**src/rtl/pc_pkg.sv**
```systemverilog
// Shared definitions for the KGPminiRISC fetch-stage PC sequencer:
// redirect-kind encoding, default instruction size and a constant log2 helper.
package pc_pkg;

  typedef enum logic [1:0] {
    KIND_JUMP = 2'd0,
    KIND_CALL = 2'd1,
    KIND_RET  = 2'd2,
    KIND_RSVD = 2'd3
  } redir_kind_e;

  localparam int DEFAULT_INSTR_BYTES = 4;

  // Ceiling log2, usable in parameter/localparam expressions.
  function automatic int pc_log2(input int value);
    int result;
    result = 0;
    for (int i = 0; i < 31; i++) begin
      if ((1 << i) < value) result = i + 1;
    end
    return result;
  endfunction

endpackage

```
**src/rtl/pc_sequencer_ras_stack.sv**
```systemverilog
// Circular return-address stack: pushes overwrite the oldest entry when full,
// pops on an empty stack are flagged instead of performed.
module ras_stack
  import pc_pkg::*;
#(
  parameter int ADDR_W    = 32,
  parameter int RAS_DEPTH = 4
) (
  input  logic              clk,
  input  logic              rst_n,
  input  logic              push_i,
  input  logic              pop_i,
  input  logic [ADDR_W-1:0] push_data_i,
  output logic [ADDR_W-1:0] top_o,
  output logic              empty_o,
  output logic              full_o,
  output logic              ovf_o,
  output logic              unf_o
);

  localparam int PW = pc_log2(RAS_DEPTH);
  localparam int CW = PW + 1;
  localparam logic [CW-1:0] DEPTH_C = CW'(RAS_DEPTH);

  logic [ADDR_W-1:0] mem_q [RAS_DEPTH];
  logic [PW-1:0]     tos_q, tos_d, wr_ptr;
  logic [CW-1:0]     cnt_q, cnt_d;
  logic              ovf_q, ovf_d;
  logic              do_pop;

  assign empty_o = (cnt_q == '0);
  assign full_o  = (cnt_q == DEPTH_C);
  assign ovf_o   = ovf_q;
  assign unf_o   = pop_i & empty_o;
  assign do_pop  = pop_i & ~empty_o;
  assign wr_ptr  = tos_q + PW'(1);
  assign top_o   = mem_q[tos_q];

  always_comb begin
    tos_d = tos_q;
    cnt_d = cnt_q;
    ovf_d = ovf_q;
    if (push_i) begin
      tos_d = wr_ptr;
      if (full_o) ovf_d = 1'b1;
      else        cnt_d = cnt_q + CW'(1);
    end else if (do_pop) begin
      tos_d = tos_q - PW'(1);
      cnt_d = cnt_q - CW'(1);
    end
  end

  always_ff @(posedge clk or negedge rst_n) begin
    if (!rst_n) begin
      tos_q <= '0;
      cnt_q <= '0;
      ovf_q <= 1'b0;
    end else begin
      tos_q <= tos_d;
      cnt_q <= cnt_d;
      ovf_q <= ovf_d;
    end
  end

  // NOTE: storage is deliberately not reset; count == 0 guarantees no stale
  // entry is ever selected, and leaving it unreset keeps it a plain RAM.
  always_ff @(posedge clk) begin
    if (push_i) mem_q[wr_ptr] <= push_data_i;
  end

endmodule

```
**src/rtl/pc_sequencer.sv**
```systemverilog
// Fetch-stage program counter: sequential advance, stall hold, and
// JUMP/CALL/RET redirects backed by a circular return-address stack.
module pc_sequencer
  import pc_pkg::*;
#(
  parameter int                ADDR_W      = 32,
  parameter logic [ADDR_W-1:0] RESET_VEC   = '0,
  parameter int                INSTR_BYTES = DEFAULT_INSTR_BYTES,
  parameter int                RAS_DEPTH   = 4
) (
  input  logic              clk,
  input  logic              rst_n,
  input  logic              stall,
  input  logic              redir_valid,
  input  logic [1:0]        redir_kind,
  input  logic [ADDR_W-1:0] redir_target,
  input  logic [ADDR_W-1:0] link_addr,
  output logic [ADDR_W-1:0] pc,
  output logic [ADDR_W-1:0] pc_next,
  output logic              ras_empty,
  output logic              ras_full,
  output logic              ras_ovf,
  output logic              ras_unf,
  output logic              misalign
);

  localparam int                AL       = pc_log2(INSTR_BYTES);
  localparam logic [ADDR_W-1:0] LOW_MASK = ~({ADDR_W{1'b1}} << AL);
  localparam logic [ADDR_W-1:0] INCR     = ADDR_W'(INSTR_BYTES);

  logic [ADDR_W-1:0] pc_q;
  logic [ADDR_W-1:0] ras_top;
  logic [ADDR_W-1:0] raw_target;
  logic              is_call, is_ret;
  logic              ras_unf_c;
  logic              ras_unf_q, ras_unf_d;
  logic              misalign_q, misalign_d;

  assign is_call = redir_valid && (redir_kind == KIND_CALL);
  assign is_ret  = redir_valid && (redir_kind == KIND_RET);

  ras_stack #(
    .ADDR_W   (ADDR_W),
    .RAS_DEPTH(RAS_DEPTH)
  ) u_ras (
    .clk        (clk),
    .rst_n      (rst_n),
    .push_i     (is_call),
    .pop_i      (is_ret),
    .push_data_i(link_addr),
    .top_o      (ras_top),
    .empty_o    (ras_empty),
    .full_o     (ras_full),
    .ovf_o      (ras_ovf),
    .unf_o      (ras_unf_c)
  );

  // Redirect beats stall so a flush is never lost behind a frozen pipeline.
  always_comb begin
    raw_target = redir_target;
    if (is_ret && !ras_empty) raw_target = ras_top;

    if (redir_valid)  pc_next = raw_target & ~LOW_MASK;
    else if (stall)   pc_next = pc_q;
    else              pc_next = pc_q + INCR;

    misalign_d = redir_valid && ((raw_target & LOW_MASK) != '0);
    ras_unf_d  = ras_unf_c;
  end

  // NOTE: every register here uses non-blocking assignment so all state
  // updates see the same pre-edge values, independent of statement order.
  always_ff @(posedge clk or negedge rst_n) begin
    if (!rst_n) begin
      pc_q       <= RESET_VEC;
      ras_unf_q  <= 1'b0;
      misalign_q <= 1'b0;
    end else begin
      pc_q       <= pc_next;
      ras_unf_q  <= ras_unf_d;
      misalign_q <= misalign_d;
    end
  end

  assign pc       = pc_q;
  assign ras_unf  = ras_unf_q;
  assign misalign = misalign_q;

endmodule

```
**config.mk**
```make
export PLATFORM = sky130hd
export DESIGN_NAME = pc_sequencer
export DESIGN_NICKNAME = d
export VERILOG_FILES = /design/src/rtl/pc_pkg.sv /design/src/rtl/pc_sequencer_ras_stack.sv /design/src/rtl/pc_sequencer.sv
export SDC_FILE = /design/constraint.sdc
export NUM_CORES = 1
export LEC_CHECK = 0
export ABC_AREA = 0
export CAP_MARGIN = 20
export CORE_MARGIN = 4
export CORE_UTILIZATION = 50
export DETAILED_ROUTE_END_ITERATION = 10
export PLACE_DENSITY = 0.82
export SKIP_LAST_GASP = 1
export SLEW_MARGIN = 0
export SYNTH_ARGS = -nofsm -noshare
export SYNTH_HDL_FRONTEND = slang
export SYNTH_SLANG_ARGS = --single-unit
```
**constraint.sdc**
```tcl
create_clock -name clk -period 4.29 [get_ports clk]
set_input_delay 0.858 -clock clk [delete_from_list [all_inputs] [get_ports clk]]
set_output_delay 0.858 -clock clk [all_outputs]
set_load 0.01 [all_outputs]
```
# After elaboration in Yosys (flattened, before gate mapping)
# Memory sizes are Yosys's and may differ from the RTL's.
# Index checks and enable logic that the tools add are counted.
# totals
reg_bits	40
latchBits	0
ram_bits	128
mem_bits_ro	0
in_bits	70
output_inout_bits	69
word_cells	39
n_memories	1
# op_classes
addsub	5
mul	0
n_div	0
magnitude_cmp	0
n_eq_ne	4
shifts	0
n_mux	10
bitwise	3
n_reduce_logical	10
# memory_table
name	depth	word_bits	read_ports	rd_ports_with_merged_regs	write_ports	line_no	text
u_ras.mem_q	4	32	1	0	1	pc_sequencer_ras_stack.sv:25	logic [ADDR_W-1:0] mem_q [RAS_DEPTH];
# op_table
op	n
32-bit 2-to-1 mux	3
32-bit by 3-bit adder with 32-bit output (second input constant)	1
32-bit nonzero test	1
3-bit 2-to-1 mux	3
1-bit logical AND	4
2-bit 2-to-1 mux	2
2-bit AND reduction	2
3-bit by 1-bit adder with 3-bit output (second input constant)	1
3-bit == test (second input constant)	1
3-bit logical NOT	1
3-bit by 1-bit subtractor with 3-bit output (second input constant)	1
2-bit by 1-bit adder with 2-bit output (second input constant)	1
1-bit AND	2
2-bit by 1-bit == test with 1-bit output (second input constant)	1
2-bit == test (second input constant)	1
1-bit 2-to-1 mux	2
2-bit inequality test (second input constant)	1
2-bit nonzero test	1
2-bit by 1-bit subtractor with 2-bit output (second input constant)	1
1-bit logical NOT	1
1-bit inverter	1

# Logic depth before layout (Yosys ltp)
# logic_depth
ltp_word	6
mapped_depth	8

# Hierarchy
# From an unflattened synthesis, not the netlist that was laid out.
# unflattened
cells_unflattened	473
hier_area_um2	7549.7
# by_module_without_submodules
mod	instances	cells_each	area_per_inst_um2	seq_area_each_um2
ras_stack	1	215	5171.2	3993.8
pc_sequencer	1	258	2378.5	850.8

# Worst setup path after synthesis
# Ideal clock, no wire load.
# synth_path
path_kind	input to output
from	in stall
to	out pc_next[19]
t_arrival_ps	2407
t_required_ps	3432
setup_slack_ps	1025
cell_stages	5
path_buffers	1
path_cell_list	nand4b_2 or3_1 clkbuf_1 or4b_2 o211ai_1
# synth_via
elab_chain_len	2
# synth_rtl
item	line_no	text
from (decl)	pc_sequencer.sv:13	input logic stall,
32-bit 2-to-1 mux	pc_sequencer.sv:64	else if (stall) pc_next = pc_q;
32-bit 2-to-1 mux	pc_sequencer.sv:63	if (redir_valid) pc_next = raw_target & ~LOW_MASK;
to (decl)	pc_sequencer.sv:19	output logic [ADDR_W-1:0] pc_next,
# No other way between the ends.

# Worst setup path in the final report
# layout_path
from	in stall
to	out pc_next[30]
# Same word-level chain as after synthesis.

==> flow_summary.ini <==
[power_and_ir_drop]
p_leak_nw = 3.33
peakVddDrop_mv = 0.315
p_int_mw = 3.42
p_switching_mw = 1.36
p_clk_share_pct = 31.6
powerDensity_mw_per_mm2 = 503
seqPwrFrac_pct = 43.8
pwr-share-comb_pct = 24.5
p_total_mw = 4.78
swShare_pct = 28.5

[synthesis]
avgSynthCellArea_sq_um = 16.0
synth_cell_types = 50
synth_flop_cell = edfxtp_1
async_flop_share_pct = 23.8
synth-edff-count = 128
yosysSeqAreaShare_pct = 67.1
synth_area_sq_mm = 0.00722
synth_warnings = 0
synth-seq-cells = 168
syn_nets = 528
synthCells = 452

[layout]
antenna_cells = 0
syn2layout_area_growth_pct = 31.7
fin_area_sq_mm = 0.00950
drive_gt1_share_pct = 16.2
layout.nets = 679

[drt]
route.vias.total = 4748
wl_per_cell_microns = 22.3
postRouteAntennaNets = 0
first_pass_iters = 5
route.detailed.drc = 0
viasPerCell = 5.96
totalWireLength_mm = 17.8
drt_iter0_drc = 454

[timing]
layout_min_cycle_time_ns = 4.21
fin_crit_sh_pct = 98.2
slew_viol_final = 0
fin_skew_ns = 0.00899
tns_ns = 0
rsz0062_at_grt = yes
setup_viol = 0
fmax_mhz = 237
tightestPinTransition_ns = 0.980
hold_viol = 0
relSlewSlack_pct = 34.7

[floorplan]
start_util_pct = 51.6
rows = 43
dieWidth_microns = 128
io_pins = 139
core_sq_mm = 0.0140
die_area_sq_mm = 0.0164
die_h_microns = 128

[critical_path]
crit_fanout = 7
crit_chain = clkdlybuf4s50_1 > buf_4 > nand4b_4 > or3_4 > or4_1 > a31oi_2 > clkdlybuf4s50_1
worst-path-buf-inv = 3
cp_common_cell = clkdlybuf4s50_1
crit_slowest_cell = clkdlybuf4s50_1
cpPeakStageDelay_ns = 0.56
critPathLaunchType = primary input
arrival_ns = 3.35
crit_type = primary input to output pin
crit_path_end_kind = output pin
cp_top_family = simple AND/OR/NAND/NOR gates
cp.required_ns = 3.43

[clock_tree]
cts_sinks = 168
htree_levels = 4
cts_tree = built
numCtsBuffers = 17
postCtsSetupBuffers = 0
clk_pin_slew_ns = 0.06
cts_max_path_buffers = 2
clkLatencyLatePin_ns = 0.42
cts_root_buffer = clkbuf_16

[grt]
grt_overflow = 0
grt_pass1_wl_mm = 27.2
grt_max_degree = 41
antenna_found_initial = 1
grt_pass1_vias = 4862
grt_usage_pct = 22.1

[run_status]
outcome = complete, no violations

[placed_design]
portBuffers = 138
dp_hpwl_mm = 12.6
gp_congestion = 0.890
dpl_cell_area_sq_mm = 0.00888

[job]
cap_violations = 0

[hold_path]
worstHoldPathType = flip-flop to flip-flop
## flip-flops by register name (all words and copies together), names as in the netlist
name,cells
misalign,1
pc,32
ras_unf,1
u_ras.cnt_q,3
u_ras.mem_q,128
u_ras.ovf_o,1
u_ras.tos_q,2
## power groups by stage
| stage | logic, mW | clock network [mW] | registers (mW) |
|---|---|---|---|
| finish | 1.17 | 1.51 | 2.09 |
| global route | 1.25 | 1.59 | 2.11 |
| CTS | 1.19 | 1.53 | 2.09 |
| detailed placement | 1.17 | 0 | 2.13 |
| global placement | 1.14 | 0 | 2.11 |
| floorplan | 0.711 | 0 | 2.05 |
## logic make-up (layout without fill, tap and decap cells)
| logic type | Yosys count | in the layout | synth area share, % |
|---|---|---|---|
| compound gates | 54 | 54 | 5.29 |
| fa+ha+maj | 6 | 6 | 1.14 |
| flops | 168 | 168 | 67.1 |
| buf+inv | 37 | 201 | 2.34 |
| xor+xnor | 15 | 15 | 1.82 |
| simple gates | 119 | 119 | 9.66 |
| mux | 53 | 53 | 12.6 |
## per-layer routing
layer | vias up | GRT usage, % | part of all wire (%)
met5 | - | 0 | 0.073
met4 | 2 | 8.30 | 2.2
met3 | 32 | 4.67 | 7.4
met2 | 244 | 36.9 | 51
met1 | 2355 | 28.6 | 39
li1 | 2115 | - | -
## Yosys cell counts (2+ instances only)
library cell	n	area share, %
o21a_1	2	0.21
nor2b_1	3	0.26
o211ai_1	7	0.73
nor3_1	10	0.69
or3_1	3	0.26
nand4_1	7	0.61
clkbuf_1	14	0.73
xnor2_1	14	1.7
nand2b_1	2	0.17
edfxtp_1	128	53
a21oi_1	2	0.14
and2_1	4	0.35
mux4_2	30	9.4
nand2_1	29	1.5
o31ai_1	9	0.94
and3_1	9	0.78
nor2_1	12	0.62
mux2i_1	19	2.6
nor4_1	5	0.43
mux2_2	4	0.62
dfrtp_1	40	14
buf_4	2	0.21
ha_1	5	0.87
buf_2	8	0.55
and4_1	2	0.24
a211oi_1	12	1.2
nand3b_1	2	0.21
nand3_1	8	0.55
and3b_1	2	0.24
a31oi_1	16	1.4
inv_1	9	0.47
or4_1	13	1.4
buf_1	2	0.10
o21ai_0	2	0.14
## metrics by stage
stage | hold slack [ns] | util (%) | instances | worst slack (ns)
after global placement | 0.466 | 63.5 | 764 | 0.0165
after floorplan | 0.447 | - | 452 | 1.03
after detailed placement | 0.467 | 63.5 | 764 | -0.0487
after CTS | 0.475 | 67.7 | 796 | 0.0245
after global routing | 0.488 | 67.9 | 796 | -0.0328
final | 0.479 | 67.9 | 796 | 0.0788
## area by class of cell
class	instances	area (sq um)
inverter	9	33.8
sequential	168	4850
fill	958	4490
multi-input combinational	247	2220
clock inverter	15	168
tap	180	225
timing repair buffer	160	1580
clock buffer	17	425
## timing repair
| action | CTS | global route |
|---|---|---|
| gates resized for setup | 2 | 8 |
| hold buffers | 0 | 0 |
| endpoints found under the setup margin | 3 | 8 |
## worst paths after layout
| kind | start | endpoint | slack [ns] | cells after the start |
|---|---|---|---|---|
| setup reg to reg | u_ras.cnt_q[0] | u_ras.cnt_q[1] | 2.06 | 6 |
| min in group asynchronous | rst_n | pc[12] | 0.59 | 1 |
| hold / removal | u_ras.cnt_q[2] | u_ras.cnt_q[2] | 0.48 | 1 |
| max in group asynchronous | rst_n | u_ras.tos_q[0] | 3.02 | 1 |
| setup / recovery | stall | pc_next[30] | 0.08 | 7 |
| hold reg to reg | u_ras.cnt_q[2] | u_ras.cnt_q[2] | 0.48 | 1 |
## cells in the final DEF (no fill, tap or decap), types with 5 or more instances in the layout
| cell | netlist | final |
|---|---|---|
| nand2_1 | 29 | 29 |
| nand3_1 | 8 | 8 |
| clkinv_4 | 0 | 5 |
| mux2i_1 | 19 | 19 |
| nor2_1 | 12 | 11 |
| mux4_2 | 30 | 30 |
| nor4_1 | 5 | 5 |
| ha_1 | 5 | 5 |
| dlymetal6s2s_1 | 0 | 6 |
| o31ai_1 | 9 | 9 |
| buf_4 | 2 | 20 |
| nand4_1 | 7 | 7 |
| nor3_1 | 10 | 10 |
| a31oi_1 | 16 | 14 |
| edfxtp_1 | 128 | 128 |
| dfrtp_1 | 40 | 39 |
| o211ai_1 | 7 | 7 |
| inv_1 | 9 | 9 |
| a211oi_1 | 12 | 12 |
| xnor2_1 | 14 | 14 |
| or4_1 | 13 | 13 |
| clkdlybuf4s50_1 | 0 | 130 |
| clkbuf_16 | 0 | 17 |
| and3_1 | 9 | 9 |
Note: power is estimated with default switching activity, not from simulation.
